### src/rtl/cam_request_sequencer.sv
// Request sequencer in front of the 32x32 CAM: buffers read/write/search requests and
// runs one CAM operation at a time. Optional statistics counters: define CAM_SEQ_STATS_EN.
module cam_request_sequencer #(
  parameter int DATA_W     = 32,
  parameter int INDEX_W    = 5,
  parameter int FIFO_DEPTH = 4,
  parameter int CAM_LAT    = 1
) (
  input  logic               clk_i,
  input  logic               rst_i,
  input  logic               req_valid_i,
  output logic               req_ready_o,
  input  logic [1:0]         req_op_i,
  input  logic [INDEX_W-1:0] req_index_i,
  input  logic [DATA_W-1:0]  req_data_i,
  output logic               rsp_valid_o,
  input  logic               rsp_ready_i,
  output logic [1:0]         rsp_op_o,
  output logic               rsp_hit_o,
  output logic               rsp_err_o,
  output logic [INDEX_W-1:0] rsp_index_o,
  output logic [DATA_W-1:0]  rsp_data_o,
`ifdef CAM_SEQ_STATS_EN
  output logic [15:0]        stat_search_hit_o,
  output logic [15:0]        stat_search_miss_o,
  output logic [15:0]        stat_write_o,
`endif
  output logic               cam_read_enable_o,
  output logic               cam_write_enable_o,
  output logic               cam_search_enable_o,
  output logic [INDEX_W-1:0] cam_read_index_o,
  output logic [INDEX_W-1:0] cam_write_index_o,
  output logic [DATA_W-1:0]  cam_write_data_o,
  output logic [DATA_W-1:0]  cam_search_data_o,
  input  logic               cam_read_valid_i,
  input  logic               cam_search_valid_i,
  input  logic [DATA_W-1:0]  cam_read_value_i,
  input  logic [INDEX_W-1:0] cam_search_index_i
);

  localparam int PTR_W = $clog2(FIFO_DEPTH);
  localparam int ENT_W = 2 + INDEX_W + DATA_W;
  localparam int CNT_W = (CAM_LAT > 1) ? $clog2(CAM_LAT) : 1;
  localparam logic [PTR_W:0] PTR_ONE = {{PTR_W{1'b0}}, 1'b1};
  localparam logic [CNT_W-1:0] CNT_ONE = {{(CNT_W-1){1'b0}}, 1'b1};
  localparam logic [CNT_W-1:0] CNT_LOAD = CNT_W'(CAM_LAT - 1);

  typedef enum logic [1:0] {
    OP_READ   = 2'b00,
    OP_WRITE  = 2'b01,
    OP_SEARCH = 2'b10,
    OP_RSV    = 2'b11
  } op_t;

  typedef enum logic [1:0] {
    ST_IDLE,
    ST_ISSUE,
    ST_WAIT,
    ST_RESP
  } state_t;

  // Request FIFO; pointers carry one extra wrap bit to tell full from empty
  logic [ENT_W-1:0]   fifo_mem [FIFO_DEPTH];
  logic [PTR_W:0]     wr_ptr_q, rd_ptr_q;
  logic               fifo_empty, fifo_full;
  logic               push, pop;
  logic [ENT_W-1:0]   head;
  op_t                head_op;
  logic [INDEX_W-1:0] head_index;
  logic [DATA_W-1:0]  head_data;

  assign fifo_empty  = (wr_ptr_q == rd_ptr_q);
  assign fifo_full   = (wr_ptr_q[PTR_W] != rd_ptr_q[PTR_W]) &&
                       (wr_ptr_q[PTR_W-1:0] == rd_ptr_q[PTR_W-1:0]);
  assign req_ready_o = rst_i & ~fifo_full;
  assign push        = req_valid_i & req_ready_o;

  assign head       = fifo_mem[rd_ptr_q[PTR_W-1:0]];
  assign head_op    = op_t'(head[ENT_W-1 -: 2]);
  assign head_index = head[DATA_W +: INDEX_W];
  assign head_data  = head[DATA_W-1:0];

  always_ff @(posedge clk_i) begin
    if (push) fifo_mem[wr_ptr_q[PTR_W-1:0]] <= {req_op_i, req_index_i, req_data_i};
  end

  always_ff @(posedge clk_i or negedge rst_i) begin
    if (!rst_i) begin
      wr_ptr_q <= '0;
      rd_ptr_q <= '0;
    end else begin
      if (push) wr_ptr_q <= wr_ptr_q + PTR_ONE;
      if (pop)  rd_ptr_q <= rd_ptr_q + PTR_ONE;
    end
  end

  // Operation in flight and response registers
  state_t             state_q, state_d;
  op_t                cur_op_q;
  logic [INDEX_W-1:0] cur_index_q;
  logic [DATA_W-1:0]  cur_data_q;
  logic [CNT_W-1:0]   wait_cnt_q;
  logic               capture;

  logic [1:0]         rsp_op_q;
  logic               rsp_hit_q, rsp_err_q;
  logic [INDEX_W-1:0] rsp_index_q;
  logic [DATA_W-1:0]  rsp_data_q;
  logic               rsp_hit_d, rsp_err_d;
  logic [INDEX_W-1:0] rsp_index_d;
  logic [DATA_W-1:0]  rsp_data_d;

  always_comb begin
    state_d = state_q;
    pop     = 1'b0;
    capture = 1'b0;
    case (state_q)
      ST_IDLE: begin
        if (!fifo_empty) begin
          pop     = 1'b1;
          state_d = ST_ISSUE;
        end
      end
      ST_ISSUE: begin
        if (cur_op_q == OP_RSV) begin
          capture = 1'b1;
          state_d = ST_RESP;
        end else begin
          state_d = ST_WAIT;
        end
      end
      ST_WAIT: begin
        if (wait_cnt_q == '0) begin
          capture = 1'b1;
          state_d = ST_RESP;
        end
      end
      ST_RESP: begin
        if (rsp_ready_i) begin
          if (!fifo_empty) begin
            pop     = 1'b1;
            state_d = ST_ISSUE;
          end else begin
            state_d = ST_IDLE;
          end
        end
      end
      default: state_d = ST_IDLE;
    endcase
  end

  // Response field values as seen when the CAM outputs are sampled
  always_comb begin
    rsp_hit_d   = 1'b0;
    rsp_err_d   = 1'b0;
    rsp_index_d = '0;
    rsp_data_d  = '0;
    case (cur_op_q)
      OP_READ: begin
        rsp_hit_d   = cam_read_valid_i;
        rsp_index_d = cur_index_q;
        rsp_data_d  = cam_read_value_i;
      end
      OP_WRITE: begin
        rsp_hit_d   = 1'b1;
        rsp_index_d = cur_index_q;
      end
      OP_SEARCH: begin
        rsp_hit_d   = cam_search_valid_i;
        rsp_index_d = cam_search_valid_i ? cam_search_index_i : '0;
      end
      default: rsp_err_d = 1'b1;
    endcase
  end

  always_ff @(posedge clk_i or negedge rst_i) begin
    if (!rst_i) begin
      state_q     <= ST_IDLE;
      cur_op_q    <= OP_READ;
      cur_index_q <= '0;
      cur_data_q  <= '0;
      wait_cnt_q  <= '0;
      rsp_op_q    <= '0;
      rsp_hit_q   <= 1'b0;
      rsp_err_q   <= 1'b0;
      rsp_index_q <= '0;
      rsp_data_q  <= '0;
    end else begin
      state_q <= state_d;
      if (pop) begin
        cur_op_q    <= head_op;
        cur_index_q <= head_index;
        cur_data_q  <= head_data;
      end
      if (state_q == ST_ISSUE) begin
        wait_cnt_q <= CNT_LOAD;
      end else if (state_q == ST_WAIT && wait_cnt_q != '0) begin
        wait_cnt_q <= wait_cnt_q - CNT_ONE;
      end
      if (capture) begin
        rsp_op_q    <= cur_op_q;
        rsp_hit_q   <= rsp_hit_d;
        rsp_err_q   <= rsp_err_d;
        rsp_index_q <= rsp_index_d;
        rsp_data_q  <= rsp_data_d;
      end
    end
  end

  assign rsp_valid_o = (state_q == ST_RESP);
  assign rsp_op_o    = rsp_op_q;
  assign rsp_hit_o   = rsp_hit_q;
  assign rsp_err_o   = rsp_err_q;
  assign rsp_index_o = rsp_index_q;
  assign rsp_data_o  = rsp_data_q;

  // CAM strobes are decoded from registered state, so they are single-cycle and one-hot
  assign cam_read_enable_o   = (state_q == ST_ISSUE) && (cur_op_q == OP_READ);
  assign cam_write_enable_o  = (state_q == ST_ISSUE) && (cur_op_q == OP_WRITE);
  assign cam_search_enable_o = (state_q == ST_ISSUE) && (cur_op_q == OP_SEARCH);
  assign cam_read_index_o    = cam_read_enable_o   ? cur_index_q : '0;
  assign cam_write_index_o   = cam_write_enable_o  ? cur_index_q : '0;
  assign cam_write_data_o    = cam_write_enable_o  ? cur_data_q  : '0;
  assign cam_search_data_o   = cam_search_enable_o ? cur_data_q  : '0;

`ifdef CAM_SEQ_STATS_EN
  always_ff @(posedge clk_i or negedge rst_i) begin
    if (!rst_i) begin
      stat_search_hit_o  <= '0;
      stat_search_miss_o <= '0;
      stat_write_o       <= '0;
    end else if (capture) begin
      if (cur_op_q == OP_SEARCH && cam_search_valid_i && stat_search_hit_o != '1)
        stat_search_hit_o <= stat_search_hit_o + 16'd1;
      if (cur_op_q == OP_SEARCH && !cam_search_valid_i && stat_search_miss_o != '1)
        stat_search_miss_o <= stat_search_miss_o + 16'd1;
      if (cur_op_q == OP_WRITE && stat_write_o != '1)
        stat_write_o <= stat_write_o + 16'd1;
    end
  end
`endif

endmodule

### config.mk
export PLATFORM = sky130hd
export DESIGN_NAME = cam_request_sequencer
export DESIGN_NICKNAME = d
export VERILOG_FILES = /design/src/rtl/cam_request_sequencer.sv
export SDC_FILE = /design/constraint.sdc
export NUM_CORES = 1
export LEC_CHECK = 0
export CAP_MARGIN = 10
export CORE_MARGIN = 4
export CORE_UTILIZATION = 44
export CTS_BUF_LIST = sky130_fd_sc_hd__clkbuf_16
export CTS_CLUSTER_DIAMETER = 40
export DETAILED_ROUTE_END_ITERATION = 10
export PLACE_DENSITY = 0.7
export SKIP_LAST_GASP = 1
export SLEW_MARGIN = 20
export SYNTH_ARGS = -nofsm -noshare
export SYNTH_HDL_FRONTEND = slang
export SYNTH_SLANG_ARGS = --single-unit
### constraint.sdc
create_clock -name clk_i -period 3.77 [get_ports clk_i]
set_input_delay 0.754 -clock clk_i [delete_from_list [all_inputs] [get_ports clk_i]]
set_output_delay 0.754 -clock clk_i [all_outputs]
set_load 0.01 [all_outputs]
After elaboration in Yosys (flattened, before gate mapping)
Memories as Yosys holds them, arrays and structs flattened. A register that Yosys moved wholly into a read port is not among the register bits.
Index checks and enable logic that the tools add are counted.
{ "word_totals": {"reg_bits": 50, "ramBits": 156, "wordCells": 65, "n_memories": 1} }
{ "op_classes": {"add_sub_neg": 3, "n_eq_ne": 12, "muxes": 25, "n_bitwise": 3, "reduce_logical": 12} }
{ "memory_table": {"columns": ["name", "words", "width", "rd", "rd_clocked_by_memory_dff", "write_ports", "line", "source"], "rows": [
  ["fifo_mem", 4, 39, 1, 1, 1, "63", "logic [ENT_W-1:0] fifo_mem [FIFO_DEPTH];"]
]} }
{ "ops": {"columns": ["cell", "count"], "rows": [
  ["32-bit two-way mux", 3],
  ["5-bit two-way mux", 3],
  ["1-bit two-way mux", 11],
  ["5-bit one-hot mux with 2 select lines", 1],
  ["2-bit equality test (second input constant)", 4],
  ["2-bit one-hot mux with 4 select lines", 1],
  ["3-bit by 1-bit adder with 3-bit output (second input constant)", 2],
  ["2-bit two-way mux", 3],
  ["1-bit logical AND", 5],
  ["2-bit by 1-bit equality test with 1-bit output (second input constant)", 2],
  ["2-bit zero test", 2],
  ["2-bit inequality test (second input constant)", 2],
  ["1-bit one-hot mux with 2 select lines", 2],
  ["3-bit equality test", 1],
  ["1-bit one-hot mux with 3 select lines", 1],
  ["3-bit AND reduction", 1],
  ["3-bit OR reduction", 1],
  ["1-bit AND", 2],
  ["2-bit equality test", 1],
  ["2-bit by 1-bit inequality test with 1-bit output (second input constant)", 1],
  ["2-bit nonzero test", 1],
  ["2-bit OR reduction", 1],
  ["1-bit zero test", 1],
  ["1-bit inequality test", 1],
  ["other kinds (2)", 2]
]} }

Depth between registers and ports, before layout
Gate-level depths: netlist of the first run.
{ "depth": {"word_depth": 7, "depth_mapped": 7} }

Worst setup path after synthesis of the first run
No wires, ideal clock.
{ "synth_timing": {"kind": "input port to flip-flop", "start": "in req_valid_i", "end": "mem fifo_mem[3][0] in the netlist's numbering (enable)", "setup_time_ps": 402, "arrival_time_ps": 2165, "path_slack_ps": 1204, "path_stages": 3, "n_path_buf": 0, "path_cell_list": "nand2_1 > a31oi_1 > and2_1"} }
{ "synth_between": {"elab_chain_len": 3} }
{ "synth_rtl": {"columns": ["item", "line", "source"], "rows": [
  ["start, declared", "11", "input logic req_valid_i,"],
  ["1-bit AND", "76", "assign push = req_valid_i & req_ready_o;"],
  ["1-bit two-way mux", "84", "if (push) fifo_mem[wr_ptr_q[PTR_W-1:0]] <= {req_op_i, req_index_i, req_data_i};"],
  ["1-bit two-way mux (implied by the code)", "84", null],
  ["end, declared", "63", null]
]} }
No other way between the ends.

Worst setup path after layout of the first run
{ "layout_timing": {"start": "reg state_q[1]", "end": "out cam_search_data_o[14]"} }
{ "layout_between": {"elab_chain_len": 3} }
{ "layout_rtl": {"columns": ["item", "line", "source"], "rows": [
  ["start, declared", "98", "state_t state_q, state_d;"],
  ["start signal, assigned", "189", "state_q <= state_d;"],
  ["2-bit by 1-bit equality test with 1-bit output", "220", "assign cam_search_enable_o = (state_q == ST_ISSUE) && (cur_op_q == OP_SEARCH);"],
  ["1-bit logical AND", "220", null],
  ["32-bit two-way mux", "224", "assign cam_search_data_o = cam_search_enable_o ? cur_data_q : '0;"],
  ["end, declared", "34", "output logic [DATA_W-1:0] cam_search_data_o,"]
]} }
No other way between the ends.

==> flow_metrics.env, run 1 <==
export IMPL_endpoint_kind="output pin"
export IMPL_holdBufCountCts=0
export IMPL_synth_seq_cells=245
export IMPL_fmax_mhz=294
export IMPL_finalHoldViolCount=0
export IMPL_post_place_ws_ns=0.832
export IMPL_hold_path_class="in2async"
export IMPL_dp_hpwl_um=15200
export IMPL_vias_per_cell=5.19
export IMPL_syn_area_sq_um=9840
export IMPL_cts_setup_buffers=0
export IMPL_htree_levels=1
export IMPL_fin_ws_ns=0.364
export IMPL_dr_pass1_iters=4
export IMPL_cap_violations=0
export IMPL_clkPwrFrac=0.278
export IMPL_finalWeightedCongestion=0.894
export IMPL_insertion_delay_ns=0.53
export IMPL_ff2ff_path_depth=6
export IMPL_finish_utilization=0.603
export IMPL_synthMostInstantiatedCell="edfxtp_1"
export IMPL_design_area_sq_um=13200
export IMPL_power_density_nw_per_um2=744
export IMPL_synth_edff_count=156
export IMPL_initial_core_util=0.450
export IMPL_synth_top_area_frac=0.476
export IMPL_clkSinkCount=245
export IMPL_ioPinCount=202
export IMPL_portBuffers=201
export IMPL_final_seq_area_sq_um=6920
export IMPL_p_sw_mw=3.07
export IMPL_synth_area_leaders="edfxtp_1, dfrtp_1, mux4_2"
export IMPL_syn_to_final_growth_pct=34.1
export IMPL_synth_top_cell_by_area="edfxtp_1"
export IMPL_antenna_left=0
export IMPL_fillers=1663
export IMPL_gr_total_overflow=0
export IMPL_routed_wirelength_um=22200
export IMPL_grt_max_degree=81
export IMPL_synth_cells=607
export IMPL_antenna_found_initial=3
export IMPL_wl_per_cell_um=19.8
export IMPL_diodes=0
export IMPL_die_area_sq_um=24800
export IMPL_cts_root_buffer="clkbuf_16"
export IMPL_clock_path_buffers=3
export IMPL_relSlewSlack=0.407
export IMPL_cts_resized=0
export IMPL_grt_pass1_wl_um=34400
export IMPL_syn_num_nets=699
export IMPL_fin_cells=1124
export IMPL_rsz0062_at_grt="false"
export IMPL_fin_hold_ws_ns=0.0809
export IMPL_p_leak_nw=4.89
export IMPL_post_route_period_util=0.903
export IMPL_status="complete, no violations"
export IMPL_swShare=0.313
export IMPL_async_reset_ff_frac=0.363
export IMPL_fin_nets=914
export IMPL_synth_commonest_cells="edfxtp_1, dfrtp_1, nand2_1"
export IMPL_core_sq_um=21900
export IMPL_power_frac_seq=0.392
export IMPL_critPathRequiredTime_ns=3.02
export IMPL_fin_crit_ns=3.41
export IMPL_ys_types=32
export IMPL_max_vdd_ir_drop_mv=0.420
export IMPL_setup_tns_ns=0
export IMPL_worst_slew_pin_slew_ns=0.886
export IMPL_comb_power_share=0.330
export IMPL_grt_pass1_vias=6234
export IMPL_worstSetupPathType="reg2out"
export IMPL_placed_cells=1071
export IMPL_syn_area_per_cell_sq_um=16.2
export IMPL_ys_seq_area_frac=0.702
export IMPL_path_max_fanout=20
export IMPL_finalPower_mw=9.82
export IMPL_path_clk_slew_ns=0.06
export IMPL_cts_tree="yes"
export IMPL_setup_viol=0
export IMPL_cts_buffers_inserted=29
export IMPL_yosys_warnings=0
export IMPL_multi_input_area_sq_um=2770
export IMPL_track_usage=0.179
export IMPL_synth_ff_type="edfxtp_1"
export IMPL_placed_cell_area_sq_um=12200
export IMPL_crit_path_start_kind="flip-flop"
export IMPL_chipHeight_um=158
export IMPL_dr_total_vias=5829
export IMPL_arrival_ns=2.65
export IMPL_rows=54
export IMPL_die_width_um=158
export IMPL_drive_above_1_share=0.145
export IMPL_drt_iter0_drc=320
export IMPL_p_int_mw=6.75
export IMPL_slew_violations=0
export IMPL_finClkSkew_ns=0.00692
export IMPL_drc=0
-- cell usage in the layout, fill, tap and decap left out, types with 3 or more instances in the layout --
cell type and instances:
and2_1 70, and2_2 4, and3_1 8, buf_12 3, buf_4 14, bufinv_16 3
clkbuf_16 29, clkdlybuf4s50_1 200, clkinv_2 4, clkinv_4 6, clkinvlp_4 3, dfrtp_1 87
edfxtp_1 156, ha_1 10, inv_1 6, inv_6 4, mux2_1 36, mux2_2 5
mux2i_1 5, mux4_2 39, nand2_1 80, o21ai_0 37, o31ai_1 6, xnor2_1 5
xor2_1 3
-- kinds of logic (layout without fill, tap and decap cells) --
group | after synthesis | in the layout | share of synthesized area
xor gates and xnor gates | 8 | 8 | 0.00712
adders and majority gates | 10 | 10 | 0.0127
muxes | 85 | 85 | 0.141
AOI/OAI and AO/OA | 52 | 52 | 0.0319
buffers and inverters | 39 | 276 | 0.0187
DFF | 245 | 245 | 0.702
and+or+nand+nor | 168 | 168 | 0.0860
-- final cells by class --
type                            instances  area share
Sequential cell                       245       0.524
Tap cell                              280      0.0265
Timing Repair Buffer                  218       0.165
Clock inverter                         24      0.0184
Clock buffer                           29      0.0550
Multi-Input combinational cell        323       0.210
Inverter                                5     0.00142
-- power groups by stage --
stage / Sequential, mW / Combinational [mW] / Clock (mW)
CTS: 3.86 / 3.31 / 2.80
global placement: 3.86 / 3.20 / 0
floorplan: 3.82 / 2.05 / 0
global route: 3.93 / 3.56 / 2.92
detailed placement: 3.91 / 3.28 / 0
finish: 3.85 / 3.24 / 2.73
-- worst max-delay path, cell delays in order (launching register included) --
cell	delay [ns]
dfrtp_1	0.41
inv_1	0.12
ha_1	0.37
and3_1	0.25
buf_4	0.26
and2_1	0.16
clkdlybuf4s50_1	0.55
-- registers in the layout, indices dropped and copies added (netlist names) --
register	flops
fifo_mem	156
cur_data_q	32
rsp_data_o	32
cur_index_q	5
rsp_index_o	5
rd_ptr_q	3
wr_ptr_q	3
cur_op_q	2
rsp_op_o	2
state_q	2
rsp_err_o	1
rsp_hit_o	1
wait_cnt_q	1
-- routing by layer --
layer,global-route usage,wire length [um]
met1,0.223,8920
met2,0.316,11100
met4,0.0471,512
met5,0,27
met3,0.0421,1680
-- worst paths after layout --
| kind | slack [ns] | to | startpoint |
|---|---|---|---|
| max | 0.36 | cam_search_data_o[14] | state_q[1] |
| min | 0.08 | cur_data_q[1] | rst_i |
| max reg2reg | 1.21 | rsp_data_o[29] | state_q[1] |
| min reg2reg | 0.48 | rsp_index_o[3] | rsp_index_o[3] |
| max in group asynchronous | 2.59 | rd_ptr_q[0] | rst_i |
| min in group clk_i | 0.48 | rsp_index_o[3] | rsp_index_o[3] |
(Power assumes the default switching activity.)
==> inputs of run 2 (changes only) <==
--- a/config.mk
+++ b/config.mk
@@ -11,6 +11,7 @@
 export CTS_BUF_LIST = sky130_fd_sc_hd__clkbuf_16
 export CTS_CLUSTER_DIAMETER = 40
 export DETAILED_ROUTE_END_ITERATION = 10
+export GPL_ROUTABILITY_DRIVEN = 0
 export PLACE_DENSITY = 0.7
 export SKIP_LAST_GASP = 1
 export SLEW_MARGIN = 20
==> results of run 2 <==
Final layout, timing and power as in run 1 (identical DEF).
